**config.mk**
```make
export PLATFORM = sky130hd
export DESIGN_NAME = rx_frame_parser
export DESIGN_NICKNAME = d
export VERILOG_FILES = /design/src/rtl/rx_frame_parser.sv
export SDC_FILE = /design/constraint.sdc
export NUM_CORES = 1
export LEC_CHECK = 0
export CORE_MARGIN = 3
export CORE_UTILIZATION = 40
export CTS_CLUSTER_SIZE = 10
export DETAILED_ROUTE_END_ITERATION = 7
export PLACE_DENSITY = 0.61
export SLEW_MARGIN = 20
export SYNTH_ARGS = -nofsm -noshare
export SYNTH_HDL_FRONTEND = slang
export SYNTH_SLANG_ARGS = --single-unit
```
**constraint.sdc**
```tcl
create_clock -name Clk_100M -period 5.96 [get_ports Clk_100M]
set_input_delay 1.49 -clock Clk_100M [delete_from_list [all_inputs] [get_ports Clk_100M]]
set_output_delay 1.49 -clock Clk_100M [all_outputs]
set_load 0.02 [all_outputs]
```
**src/rtl/rx_frame_parser.sv**
```systemverilog
// rx_frame_parser: byte-serial frame parser sitting behind a UART receiver.
// Frame: LEN, LEN data bytes, KLEN, KLEN key bytes [, checksum byte].
// Optional feature macro: RX_FRAME_CHECKSUM_EN adds a trailing XOR checksum
// byte covering LEN through the last key byte.
// A complete frame is held (frame_valid=1) until the consumer pulses consume;
// while held, the receiver is backpressured by keeping Rx_Ack low.
module rx_frame_parser #(
  parameter int MAX_DATA = 100,
  parameter int MAX_KEYS = 3
) (
  input  logic       Clk_100M,
  input  logic       Reset,
  input  logic [7:0] Rx_Data,
  input  logic       Rx_Ready,
  output logic       Rx_Ack,
  input  logic [6:0] rd_addr,
  output logic [7:0] rd_data,
  input  logic [1:0] key_addr,
  output logic [7:0] key_data,
  output logic [7:0] data_len,
  output logic [1:0] key_len,
  output logic       frame_valid,
  output logic       frame_error,
  input  logic       consume
);

  localparam logic [7:0] MAX_D8 = 8'(MAX_DATA);
  localparam logic [7:0] MAX_K8 = 8'(MAX_KEYS);

  typedef enum logic [2:0] {
    S_LEN,
    S_DATA,
    S_KLEN,
    S_KEY,
`ifdef RX_FRAME_CHECKSUM_EN
    S_CSUM,
`endif
    S_HOLD
  } state_t;

  state_t     r_state;
  logic [1:0] r_rst_sync;
  logic       w_rst_n;
  logic       r_ack;
  logic       r_fvalid;
  logic       r_err;
  logic [7:0] r_dlen;
  logic [1:0] r_klen;
  logic [7:0] r_dcnt;
  logic [1:0] r_kcnt;
`ifdef RX_FRAME_CHECKSUM_EN
  logic [7:0] r_csum;
`endif
  logic       w_accept;

  // Buffers are sized by the read-address widths so every address is in range.
  logic [7:0] r_dbuf [0:127];
  logic [7:0] r_kbuf [0:3];

  // Reset asserts asynchronously, releases two clocks after Reset goes high.
  always_ff @(posedge Clk_100M or negedge Reset) begin
    if (!Reset) r_rst_sync <= 2'b00;
    else        r_rst_sync <= {r_rst_sync[0], 1'b1};
  end
  assign w_rst_n = r_rst_sync[1];

  // One byte per Rx_Ready assertion; nothing is taken while a frame is held.
  assign w_accept = Rx_Ready && !r_ack && (r_state != S_HOLD);

  // Parser state machine, handshake and frame bookkeeping.
  always_ff @(posedge Clk_100M or negedge w_rst_n) begin
    if (!w_rst_n) begin
      r_state  <= S_LEN;
      r_ack    <= 1'b0;
      r_fvalid <= 1'b0;
      r_err    <= 1'b0;
      r_dlen   <= 8'd0;
      r_klen   <= 2'd0;
      r_dcnt   <= 8'd0;
      r_kcnt   <= 2'd0;
`ifdef RX_FRAME_CHECKSUM_EN
      r_csum   <= 8'd0;
`endif
    end else begin
      r_err <= 1'b0;
      r_ack <= w_accept | (r_ack & Rx_Ready);
      case (r_state)
        S_LEN: if (w_accept) begin
          if (Rx_Data != 8'd0 && Rx_Data <= MAX_D8) begin
            r_dlen  <= Rx_Data;
            r_dcnt  <= 8'd0;
            r_state <= S_DATA;
`ifdef RX_FRAME_CHECKSUM_EN
            r_csum  <= Rx_Data;
`endif
          end else begin
            r_err <= 1'b1;
          end
        end
        S_DATA: if (w_accept) begin
          r_dcnt <= r_dcnt + 8'd1;
`ifdef RX_FRAME_CHECKSUM_EN
          r_csum <= r_csum ^ Rx_Data;
`endif
          if (r_dcnt + 8'd1 == r_dlen) r_state <= S_KLEN;
        end
        S_KLEN: if (w_accept) begin
          if (Rx_Data != 8'd0 && Rx_Data <= MAX_K8) begin
            r_klen  <= Rx_Data[1:0];
            r_kcnt  <= 2'd0;
            r_state <= S_KEY;
`ifdef RX_FRAME_CHECKSUM_EN
            r_csum  <= r_csum ^ Rx_Data;
`endif
          end else begin
            r_err   <= 1'b1;
            r_state <= S_LEN;
          end
        end
        S_KEY: if (w_accept) begin
          r_kcnt <= r_kcnt + 2'd1;
`ifdef RX_FRAME_CHECKSUM_EN
          r_csum <= r_csum ^ Rx_Data;
          if (r_kcnt + 2'd1 == r_klen) r_state <= S_CSUM;
`else
          if (r_kcnt + 2'd1 == r_klen) begin
            r_state  <= S_HOLD;
            r_fvalid <= 1'b1;
          end
`endif
        end
`ifdef RX_FRAME_CHECKSUM_EN
        S_CSUM: if (w_accept) begin
          if (Rx_Data == r_csum) begin
            r_state  <= S_HOLD;
            r_fvalid <= 1'b1;
          end else begin
            r_err   <= 1'b1;
            r_state <= S_LEN;
          end
        end
`endif
        S_HOLD: if (consume) begin
          r_state  <= S_LEN;
          r_fvalid <= 1'b0;
        end
        default: begin
          r_state  <= S_LEN;
          r_fvalid <= 1'b0;
        end
      endcase
    end
  end

  // Payload storage; never cleared, so stale bytes survive reset and errors.
  always_ff @(posedge Clk_100M) begin
    if (w_accept && r_state == S_DATA) r_dbuf[r_dcnt[6:0]] <= Rx_Data;
    if (w_accept && r_state == S_KEY)  r_kbuf[r_kcnt]      <= Rx_Data;
  end

  assign rd_data     = r_dbuf[rd_addr];
  assign key_data    = r_kbuf[key_addr];
  assign Rx_Ack      = r_ack;
  assign frame_valid = r_fvalid;
  assign frame_error = r_err;
  assign data_len    = r_dlen;
  assign key_len     = r_klen;

endmodule

```
==> summary.md, run 1 <==
* 0.0499 — area share of and/or/nand/nor cells after synthesis
* reg -> async — Min-Delay Path Class
* r_state[2] — origin of the critical flop-to-flop path
* edfxtp_1, mux2i_1, mux2_2 — most frequent cells in the layout
* 50 — number of I/O pins
* 33.3 ps — Setup Skew
* 61 — post-synthesis cell type count
* 0 — Yosys Warn Count
* 0.996 — share of the clock period used by the worst path after layout
* 0.218 — Rel. slew slack
* output pin — endpoint type of the worst setup path
* in -> out — critical path class
* 0 — number of nets with antenna violations after detailed routing
* 0 ps — final-layout setup total negative slack
* 1170 ps — transition time at the pin with the least slew margin
* 0.00145 — share of synthesized cell area in full adder, half adder and majority cells
* 112,000 um^2 — Total Die Area
* 0 — Finish-stage setup viols
* 5.77 — post-detailed-route via-to-cell ratio
* multiplexers — dominant combinational cell family by area after synthesis
* 1,084 — Sink Count
* 335 um — width of the die
* done — CTS tree
* 16.1 mW — Tot Pwr
* 60 ps — clock slew at the register clock pins of the worst setup and hold paths
* 119 — FP Rows
* 3 — largest buffer count on any clock path
* 3 — CTS H-Tree Depth
* 0 — total congestion overflow after global routing
* 326 nW/um^2 — total power divided by cell area
* 23,400 — total number of vias
* 0.237 mV — worst supply voltage drop on vdd
* 119 — CTS buffer count
* 0.00243 — post-synthesis share of cell area spent on xor and xnor gates
* 49,300 um^2 — post-route cell area
* 27.7 um — routed length per instance
* 2360 ps — reg-to-reg slack, setup
* edfxtp_1 — most common flop cell mapped by yosys
* 2,660 — # nets final
* 700 ps — clk_lat worst skew
* 0.120 — fraction of synthesized area in multiplexers
* 0 — count of final max-slew check failures
* 0.464 — core utilization of the finished layout
* 1,084 — number of synthesized register bits
* 17.6 um^2 — mean instance size in the synthesized netlist
* 168 MHz — Max Clk Rate
* r_dbuf[57][3] — worst reg2reg endpoint
* 5 — cell depth of the worst flop-to-flop path
* 113 mm — total routed wirelength
* 43,200 um^2 — cell area after technology mapping
* 5 — iteration count of the initial detailed-routing pass
* 0.198 — Total Routing Usage GR
* 0 — maxcap violations
* clkbuf_16 — CTS Root Cell
* 0 — Fin. Hold Viols
* 2,486 — net count after synthesis
* 3 — antenna violations before repair
* 23.8 ps — final setup slack of the worst path
* -15.9 ps — Worst Setup Slack post-DPL
* 72.9 mm — HPWL Detailed
* complete, no violations — result of the run
* 4450 ps — data arrival time of the worst path
* 1,056 — number of flops mapped to enable cells by yosys
* 97 — largest net degree at the start of global routing
* 0.0571 — post-synthesis compound-gate area fraction
* 0.0258 — share of synthesized flip-flops with an asynchronous set or reset
* 23,300 — vias in the first global route
* 49 — number of I/O port buffers
* 0.407 — initial standard-cell utilization of the core
* 14.0% — area growth from synthesis to layout
* 0.194 — fraction of layout cells with a size suffix above 1
* 16.2 nW — leakage power
* 0.749 — portion of the post-synthesis area used by sequential elements
* input port — critical path startpoint category
* 335 um — Chip Height
* 46,000 um^2 — dpl cell area
* 19 — maximum fanout along the worst path
* 5940 ps — fin crit period
* 0.926 — Final GP Congestion
* no — setup repair after global routing missed its margin
* 163 mm — wire length of the first global-routing pass
* 2,460 — number of instances in the synthesized netlist
* 106,000 um^2 — area of the core
* edfxtp_1 — leading cell type in the layout, fill and taps excluded
* 0 — Remaining DRCs
* 2,465 — count of routing violations after the opening detailed-route iteration
* 4470 ps — worst path required time
how the worst max path moves through the flow:
| stage | slack (ps) | end | cells past startpoint | startpoint |
|---|---|---|---|---|
| after global routing | 10 | rd_data[6] | 8 | rd_addr[3] |
| final | 20 | rd_data[6] | 8 | rd_addr[3] |
| after global placement | 110 | rd_data[6] | 8 | rd_addr[3] |
| after detailed placement | -20 | rd_data[1] | 10 | rd_addr[4] |
| after floorplan | 1480 | rd_data[0] | 9 | rd_addr[2] |
| after CTS | 20 | rd_data[6] | 8 | rd_addr[3] |
cell type report:
type | count | area, um^2
timing repair buffer | 194 | 1790
clock inverter | 8 | 106
fill | 9073 | 57000
inverter | 5 | 18.8
sequential | 1084 | 32400
clock buffer | 147 | 3130
multi-input combinational | 1230 | 10100
tap | 1391 | 1740
antenna | 1 | 2.50
Yosys cell counts (all sizes together), types with 4 or more instances:
cell     number  area (um^2)
mux2        159         1790
nand2        59          221
and2          5         31.3
edfxtp     1056        31700
inv           5         18.8
o21ai        13         65.1
mux4          8          180
dfrtp        28          701
a211oi       45          393
mux2i       322         3220
o31ai         4         30.0
nand2b        7         43.8
nor2b        53          332
nor2        153          589
a221o         4         40.0
nand3        15         75.1
a22oi        36          270
ha            5         62.6
nand4        41          272
xnor2        10         87.6
and4          4         35.0
clkbuf       43          161
and3          4         25.0
o2bb2ai      28          245
buf          98          661
a22o         84          736
o22ai        60          500
a21oi        14         70.1
nor3         10         55.1
nor4         58          369
timing repair:
item / 4_1_cts / 5_1_grt
endpoints found under the setup margin: 3 / 3
resized for setup: 1 / 3
setup buffers: 0 / 0
hold buffers: 0 / 0
flip-flops by register name (all words and copies together) (netlist names):
name         cells
Rx_Ack           1
data_len         8
frame_error      1
frame_valid      1
key_len          2
r_dbuf        1024
r_dcnt           8
r_kbuf          32
r_kcnt           2
r_rst_sync       2
r_state          3
layer usage:
metal	vias up	wire [um]	global-route usage
met3	151	8170	0.0285
met4	4	2880	0.0598
li1	10100	-	-
met5	-	18	0
met2	956	53300	0.317
met1	12200	48300	0.282
logic make-up (layout without fill, tap and decap cells):
group           count (synthesis)  after routing
xor+xnor                       12             12
mux                           489            489
flops                        1084           1084
buf+inv                       146            354
other cells                     1              2
fa+ha+maj                       5              5
simple gates                  420            420
compound gates                303            303
where the power goes:
part           switching (mW)  total, mW  internal (mW)
Clock                    2.72       6.34           3.62
Sequential             0.0973       8.56           8.46
Combinational           0.753       1.18          0.427
Total                    3.57       16.1           12.5
worst max-delay path, stage by stage:
cell,delay (ps)
clkdlybuf4s50_1,700
or4b_4,720
o22ai_1,570
a221o_1,200
nor3_1,70
nand4_1,140
nand4_1,280
buf_4,270
metrics by stage:
stage	hold WS, ps	std cells
after floorplan	331	2460
final	260	4060
after global routing	321	4059
after global placement	341	3904
after CTS	346	4059
after detailed placement	345	3904
(Power assumes the default switching activity.)
==> inputs of run 2 (changes only) <==
Settings changed: REMOVE_ABC_BUFFERS set to 1.
==> summary.md, run 2 (same netlist as run 1, synthesis figures left out) <==
* 32,400 um^2 — footprint of the flip-flops and latches
* 4470 ps — worst path required time
* 327 nW/um^2 — total power divided by cell area
* 335 um — Chip Height
* -12.7 ps — final setup slack of the worst path
* 112,000 um^2 — Total Die Area
* 13.8% — area growth from synthesis to layout
* 119 — FP Rows
* 0.193 — Total Routing Usage GR
* 50 — number of I/O pins
* 0.280 — Rel. slew slack
* 49 — number of I/O port buffers
* 54.5 ps — Worst Setup Slack post-DPL
* 0 — maxcap violations
* 0 — total congestion overflow after global routing
* r_dbuf[59][3] — worst reg2reg endpoint
* 45,900 um^2 — dpl cell area
* 0 — count of final max-slew check failures
* 21 — maximum fanout along the worst path
* 3 — CTS H-Tree Depth
* 6 — iteration count of the initial detailed-routing pass
* edfxtp_1 — leading cell type in the layout, fill and taps excluded
* 59.3 ps — Setup Skew
* 0.407 — initial standard-cell utilization of the core
* 27.0 um — routed length per instance
* input port — critical path startpoint category
* 3 — largest buffer count on any clock path
* 8,979 — Filler Cells Inserted
* 2300 ps — reg-to-reg slack, setup
* 1080 ps — transition time at the pin with the least slew margin
* 5970 ps — fin crit period
* 2 — antenna violations before repair
* 60 ps — clock slew at the register clock pins of the worst setup and hold paths
* 120 — CTS buffer count
* 0 — Remaining DRCs
* reg -> async — Min-Delay Path Class
* 4480 ps — data arrival time of the worst path
* 2 — Finish-stage setup viols
* 6 — cell depth of the worst flop-to-flop path
* 16.1 mW — Tot Pwr
* 2,649 — # nets final
* 640 ps — max incr delay on CP
* 1.00 — share of the clock period used by the worst path after layout
* clkbuf_16 — CTS Root Cell
* 10,100 um^2 — combined area of the multi-input logic cells
* clkdlybuf4s50_1 — cell with the largest stage delay on the worst path
* 83 — largest net degree at the start of global routing
* 0.191 — fraction of layout cells with a size suffix above 1
* clkdlybuf4s50_1 > nand2b_1 > nor2_2 > buf_4 > a22o_1 > nor4_1 > nand4_1 > nand4_1 > buf_4 — list of cells traversed by the critical path
* 1,024 — max reg flops
* 68.8 mm — HPWL Detailed
* 106,000 um^2 — area of the core
* 0 — number of inserted diodes
* output pin — endpoint type of the worst setup path
* 0.266 mV — worst supply voltage drop on vdd
* edfxtp_1, mux2i_1, mux2_2 — most frequent cells in the layout
* 720 ps — clk_lat worst skew
* 0 — total setup buffers inserted after CTS
* no — setup repair after global routing missed its margin
* 2,104 — count of routing violations after the opening detailed-route iteration
* 109 mm — total routed wirelength
* 0.910 — Final GP Congestion
* 0 — Fin. Hold Viols
* 160 mm — wire length of the first global-routing pass
* finished with violations — result of the run
* 0 — hold bufs inserted after CTS
* 23,000 — total number of vias
* in -> out — critical path class
* 3 — buffering stage count on the worst path with inverters included
* 5.67 — post-detailed-route via-to-cell ratio
* simple AND/OR/NAND/NOR gates — family with the most delay on the worst path
* 167 MHz — Max Clk Rate
* setup timing — violations in the final reports
* rd_addr[3] — launching element of the worst setup path
* r_state[1] — origin of the critical flop-to-flop path
* 16.2 nW — leakage power
* 49,200 um^2 — post-route cell area
* done — CTS tree
* 1,084 — Sink Count
* 335 um — width of the die
* 0 — number of nets with antenna violations after detailed routing
* 23,400 — vias in the first global route
* 0 — post_cts resized
run 2: cell count changes in the layout (fill, tap and decap cells not counted), moves of 2 or more:
cell / previous run / this run
buf_4: 141 / 128
nor2_2: 5 / 8
nor2_4: 4 / 1
clkinv_16: 2 / 4
inv_6: 1 / 3
run 2: how the worst max path moves through the flow:
| stage | to | slack, ps | depth (start not counted) |
|---|---|---|---|
| after global placement | rd_data[2] | 110 | 9 |
| final | rd_data[1] | -10 | 9 |
| after detailed placement | rd_data[2] | 50 | 9 |
| after global routing | rd_data[6] | 1 | 10 |
| after floorplan | rd_data[6] | 590 | 5 |
| after CTS | rd_data[2] | 50 | 9 |
run 2: final cells by class:
| cell class | instances | share of cell area |
|---|---|---|
| clock buffers | 147 | 0.0631 |
| clock inverters | 11 | 0.00341 |
| inverters | 5 | 0.000381 |
| multi-input cells | 1230 | 0.204 |
| flip-flops and latches | 1084 | 0.658 |
| well taps | 1391 | 0.0354 |
| repair buffers | 182 | 0.0349 |
run 2: where the power goes:
group          internal (mW)  switching [mW]
Sequential              8.46          0.0998
Combinational          0.425           0.737
Clock                   3.61            2.78
Total                   12.5            3.62
run 2: through the flow:
step / setup TNS, ps / instances / util / hold WS, ps
final: -24.7 / 4050 / 0.463 / 270
after global placement: 0 / 3892 / 0.432 / 341
after detailed placement: 0 / 3892 / 0.432 / 339
after floorplan: 0 / 2319 / - / 331
after CTS: 0 / 4050 / 0.463 / 343
after global routing: 0 / 4050 / 0.463 / 330
run 2: routing by layer:
metal | routed length, um | track usage
met1 | 45300 | 0.257
met2 | 54000 | 0.328
met5 | 0 | 0
met4 | 2870 | 0.0516
met3 | 7200 | 0.0350
